[config.mk]
export PLATFORM = sky130hd
export DESIGN_NAME = bdiv64x32_seq
export DESIGN_NICKNAME = d
export VERILOG_FILES = /design/src/rtl/bdiv_pkg.sv /design/src/rtl/bdiv_step.sv /design/src/rtl/bdiv64x32_seq.sv
export SDC_FILE = /design/constraint.sdc
export NUM_CORES = 1
export LEC_CHECK = 0
export CAP_MARGIN = 0
export CORE_ASPECT_RATIO = 0.6
export CORE_MARGIN = 4
export CORE_UTILIZATION = 45
export DETAILED_ROUTE_END_ITERATION = 10
export GPL_TIMING_DRIVEN = 0
export PLACE_DENSITY = 0.66
export RECOVER_POWER = 50
export SLEW_MARGIN = 10
export SYNTH_ARGS = -nofsm -noshare
export SYNTH_HDL_FRONTEND = slang
export SYNTH_HIERARCHICAL = 1
export SYNTH_SLANG_ARGS = --single-unit
[constraint.sdc]
create_clock -name clk -period 4.3 [get_ports clk]
set_input_delay 0.645 -clock clk [delete_from_list [all_inputs] [get_ports clk]]
set_output_delay 0.645 -clock clk [all_outputs]
set_load 0.03 [all_outputs]
[src/rtl/bdiv_pkg.sv]
// Shared types and width constants for the sequential 2W/W restoring divider.
package bdiv_pkg;
  typedef enum logic [1:0] {IDLE, CALC, DONE} bdiv_state_t;
  localparam int BDIV_W = 32;
endpackage

[src/rtl/bdiv_step.sv]
// One combinational restoring-division step: shift in one dividend bit, subtract B when it fits.
// No latency and no handshake of its own; the caller registers the results.
module bdiv_step #(
  parameter int W = 32
) (
  input  logic [W-1:0] i_rem,
  input  logic         i_bit,
  input  logic [W-1:0] i_b,
  output logic [W-1:0] o_rem,
  output logic         o_q
);
  logic [W:0] w_t;

  assign w_t   = {i_rem, i_bit};
  assign o_q   = (w_t >= {1'b0, i_b});
  // A successful subtract always leaves a value below B, so W-bit modular arithmetic is exact.
  assign o_rem = o_q ? (w_t[W-1:0] - i_b) : w_t[W-1:0];
endmodule

[src/rtl/bdiv64x32_seq.sv]
// Unsigned 2W/W restoring divider, one quotient bit per clock: result W cycles after accept (1 on ovf).
// in_ready only in IDLE; the result is held in DONE until out_ready, so a stalled sink blocks new ops.
module bdiv64x32_seq
  import bdiv_pkg::*;
#(
  parameter int W = BDIV_W
) (
  input  logic           clk,
  input  logic           rst_n,
  input  logic           in_valid,
  output logic           in_ready,
  input  logic [2*W-1:0] P,
  input  logic [W-1:0]   B,
  output logic           out_valid,
  input  logic           out_ready,
  output logic [W-1:0]   Q,
  output logic [W-1:0]   R,
  output logic           ovf
);
  localparam int CNT_W = $clog2(W) + 1;

  bdiv_state_t    r_state;
  bdiv_state_t    w_state_nxt;
  logic [W-1:0]   r_rem;
  logic [W-1:0]   r_quo;
  logic [W-1:0]   r_b;
  logic [W-1:0]   r_q;
  logic [W-1:0]   r_r;
  logic           r_ovf;
  logic [CNT_W-1:0] r_cnt;

  logic [W-1:0]   w_rem_nxt;
  logic           w_qbit;
  logic           w_accept;
  logic           w_ovf_chk;
  logic           w_last;

  assign in_ready  = (r_state == IDLE);
  assign out_valid = (r_state == DONE);
  assign Q         = r_q;
  assign R         = r_r;
  assign ovf       = r_ovf;

  assign w_accept  = in_valid && in_ready;
  // High half >= B means the quotient cannot fit in W bits; also catches B == 0.
  assign w_ovf_chk = (P[2*W-1:W] >= B);
  assign w_last    = (r_cnt == CNT_W'(W - 1));

  bdiv_step #(.W(W)) u_step (
    .i_rem (r_rem),
    .i_bit (r_quo[W-1]),
    .i_b   (r_b),
    .o_rem (w_rem_nxt),
    .o_q   (w_qbit)
  );

  always_ff @(posedge clk or negedge rst_n) begin
    if (!rst_n) r_state <= IDLE;
    else        r_state <= w_state_nxt;
  end

  always_comb begin
    w_state_nxt = r_state;
    case (r_state)
      IDLE:    if (w_accept) w_state_nxt = w_ovf_chk ? DONE : CALC;
      CALC:    if (w_last) w_state_nxt = DONE;
      DONE:    if (out_ready) w_state_nxt = IDLE;
      default: w_state_nxt = IDLE;
    endcase
  end

  always_ff @(posedge clk or negedge rst_n) begin
    if (!rst_n) begin
      r_rem <= '0;
      r_quo <= '0;
      r_b   <= '0;
      r_cnt <= '0;
      r_q   <= '0;
      r_r   <= '0;
      r_ovf <= 1'b0;
    end else begin
      case (r_state)
        IDLE: begin
          if (w_accept) begin
            r_b   <= B;
            r_rem <= P[2*W-1:W];
            r_quo <= P[W-1:0];
            r_cnt <= '0;
            if (w_ovf_chk) begin
              r_q   <= '1;
              r_r   <= '0;
              r_ovf <= 1'b1;
            end
          end
        end
        CALC: begin
          r_rem <= w_rem_nxt;
          r_quo <= {r_quo[W-2:0], w_qbit};
          r_cnt <= r_cnt + CNT_W'(1);
          if (w_last) begin
            r_q   <= {r_quo[W-2:0], w_qbit};
            r_r   <= w_rem_nxt;
            r_ovf <= 1'b0;
          end
        end
        default: ;
      endcase
    end
  end
endmodule
==> out/qor.txt <==
status -> complete, but fails checks
violated checks -> max-capacitance violations, max-slew violations
Highest Signal Layer -> met4
layout cells sized above 1 -> 9.60%
Clk pwr share -> 12.6%
Die Span Y -> 124 um
first-pass GRT wire length -> 48.9 mm
postcts setup bufs -> 0
Hold Path Class -> reg -> reg
Primary FF master, synth -> dfrtp_1
total gr overflow -> 0
Port Buffers -> 166
syn_nets -> 1217
Pleak -> 5.48 nW
critical path startpoint category -> input port
Int Pwr -> 6.54 mW
RSZ-0062 raised after global routing -> no
Syn. warnings -> 6
GP Congestion -> 0.903
FFs w/ async S/R, synth -> 100%
unique cell type count in the Yosys netlist -> 64
hold slack -> 0.485 ns
Max Freq -> 254 MHz
CP max FO -> 10
GRT Total Usage -> 24.2%
Die ar. -> 0.0251 mm2
CTS Buffer Depth -> 2
Syn Area/Cell -> 9.67 um2
DRT Wirelength -> 30.3 mm
kind of critical path -> in -> reg
hold_buf cts -> 0
pre-CTS WS -> 0.209 ns
minimum clock period -> 3.94 ns
Final WS setup -> 0.360 ns
met1 WL -> 15.5 mm
vias after detailed routing -> 8848
post-route clock period utilization -> 91.6%
Pre-antenna DRT Iters -> 5
Finished Layout Cells -> 1558
met2 wire len -> 12.3 mm
Worst-Margin Slew -> 3.24 ns
Req. time, crit path -> 4.67 ns
Clk Latency, worst-skew pair -> 0.44 ns
data arrival time of the worst path -> 4.31 ns
# IOs -> 167
area of the multi-input gates -> 0.00534 mm2
Final Cell Area -> 0.0128 mm2
fin nets -> 1403
DRC Markers -> 0
Pwr Density -> 946 mW/mm2
register area -> 0.00423 mm2
die outline width -> 202 um
Max Cap Violations -> 1
post-synthesis sequential area ratio -> 41.6%
Reg power frac -> 23.6%
H-tree levels -> 4
synthesis-stage register bit count -> 169
routed len/inst -> 19.4 um
Syn Std Cell Area -> 0.0102 mm2
Area Overhead vs Synth -> 26.0%
Final HPWL DP -> 22.9 mm
placed cell count -> 1526
core area -> 0.0221 mm2
combinational share of power -> 63.8%
vias per cell -> 5.68
switching share of power -> 46.0%
Setup Skew -> 0.0142 ns
Area after DPL -> 0.0122 mm2
Worst-path clk slew -> 0.06 ns
post-route setup TNS -> 0 ns
CTS root buf -> clkbuf_16
pin count of the biggest net entering global routing -> 105
Final Core Density -> 57.9%
Peak supply drop -> 0.000433 V
# resized after CTS -> 0
diode count -> 0
EDFF count, synth -> 0
row count -> 42
Clock Sinks -> 169
# fillers -> 1983
ANT nets after route -> 0
final setup vio count -> 0
TritonCTS Buffers -> 17
Worst setup EP type -> register
pins over their slew limit -> 66
Synth Instances -> 1051
initial core utilization -> 46.0%
total power -> 12.1 mW
initial antenna violation count -> 0
NetSw -> 5.58 mW
CTS tree -> yes
vias in the first global route -> 8882
Slew headroom -> -116%
metal3 WL -> 2.10 mm
Hold Violations, Final -> 0
Initial DRC Count -> 569
==> cell usage in the layout (no fill, tap or decap), types with 6 or more instances in the layout <==
master,Yosys,final
dlygate4sd3_1,0,33
mux2_1,6,6
dfrtp_1,169,169
nor3_1,8,8
o22a_1,32,32
buf_2,8,8
xor2_1,10,10
nor2b_1,48,48
nand4_1,14,14
nand3_1,8,8
clkbuf_1,50,53
mux2_2,46,46
a22oi_1,40,40
a21oi_1,77,77
a32o_1,25,25
nor2_1,62,62
a21o_1,11,11
o21ai_0,56,56
a22o_1,10,10
ha_1,65,65
nand2_1,90,90
mux2_4,9,9
inv_1,73,73
xnor2_1,19,19
clkbuf_16,0,17
clkdlybuf4s50_1,0,132
a31oi_1,29,29
==> power by group through the flow <==
| stage | clock network [mW] | logic, mW | registers [mW] |
|---|---|---|---|
| global placement | 0 | 7.54 | 2.84 |
| finish | 1.53 | 7.73 | 2.85 |
| floorplan | 0 | 5.23 | 3.14 |
| CTS | 1.54 | 7.71 | 2.85 |
| global route | 1.62 | 8.45 | 2.94 |
| detailed placement | 0 | 7.65 | 2.87 |
==> Yosys cell counts (all sizes together), types with 10 or more instances <==
master,instances,share of area [%]
inv,74,2.7
nand4,14,0.86
dfrtp,169,42
clkbuf,50,1.8
a31oi,31,2.2
a22o,10,0.86
a21o,11,0.81
a22oi,40,3.0
a32o,25,2.5
nor2b,48,3.0
nand2,90,3.3
xor2,10,0.86
buf,17,1.3
mux2,61,7.1
o21ai,61,3.1
nor2,62,2.3
a21oi,78,3.9
ha,65,8.0
o22a,32,2.8
xnor2,19,1.6
==> sequential cells by signal (all words and copies together) (netlist names) <==
name,flops
r_rem,32
r_b,32
r_quo,32
R,32
r_cnt,6
r_state,2
Q,32
ovf,1
==> kinds of logic after synthesis <==
family / share of synthesized area (%)
xor+xnor: 2.50
buf+inv: 5.91
compound gates: 22.4
mux: 7.38
fa+ha+maj: 8.20
simple gates: 12.1
flops: 41.6
==> area by class of cell <==
type,instances,area share [%]
plain buffers,67,2.52
clock buffers,23,3.73
clock inverters,9,0.713
inverters,74,2.17
multi-input cells,741,41.7
flip-flops and latches,169,33.0
well taps,308,3.01
repair buffers,167,13.2
==> worst max-delay path, stage by stage <==
cell	delay [ns]
clkdlybuf4s50_1	0.49
inv_1	0.05
ha_1	0.30
a21oi_1	0.18
nor2_1	0.06
a2111oi_0	0.94
o211ai_1	0.54
o21ai_2	0.60
buf_4	0.32
a32o_1	0.16
==> per-layer routing <==
metal / vias up / global-route usage, %
met2: 264 / 33.6
met5: - / 0
met4: 0 / 4.58
li1: 4170 / -
met1: 4389 / 38.1
met3: 25 / 5.98
==> path summary, 6_finish.rpt <==
check,start,end,slack [ns],cells after the start
worst min-delay path,R[19],R[19],0.48,1
worst max-delay path,B[29],R[21],0.36,10
worst max register to register,r_rem[9],r_rem[26],0.37,15
min in group asynchronous,rst_n,r_b[15],1.48,1
max in group asynchronous,rst_n,R[29],0.96,1
worst min register to register,R[19],R[19],0.48,1
No activity file was read; power rests on OpenSTA's default activity.
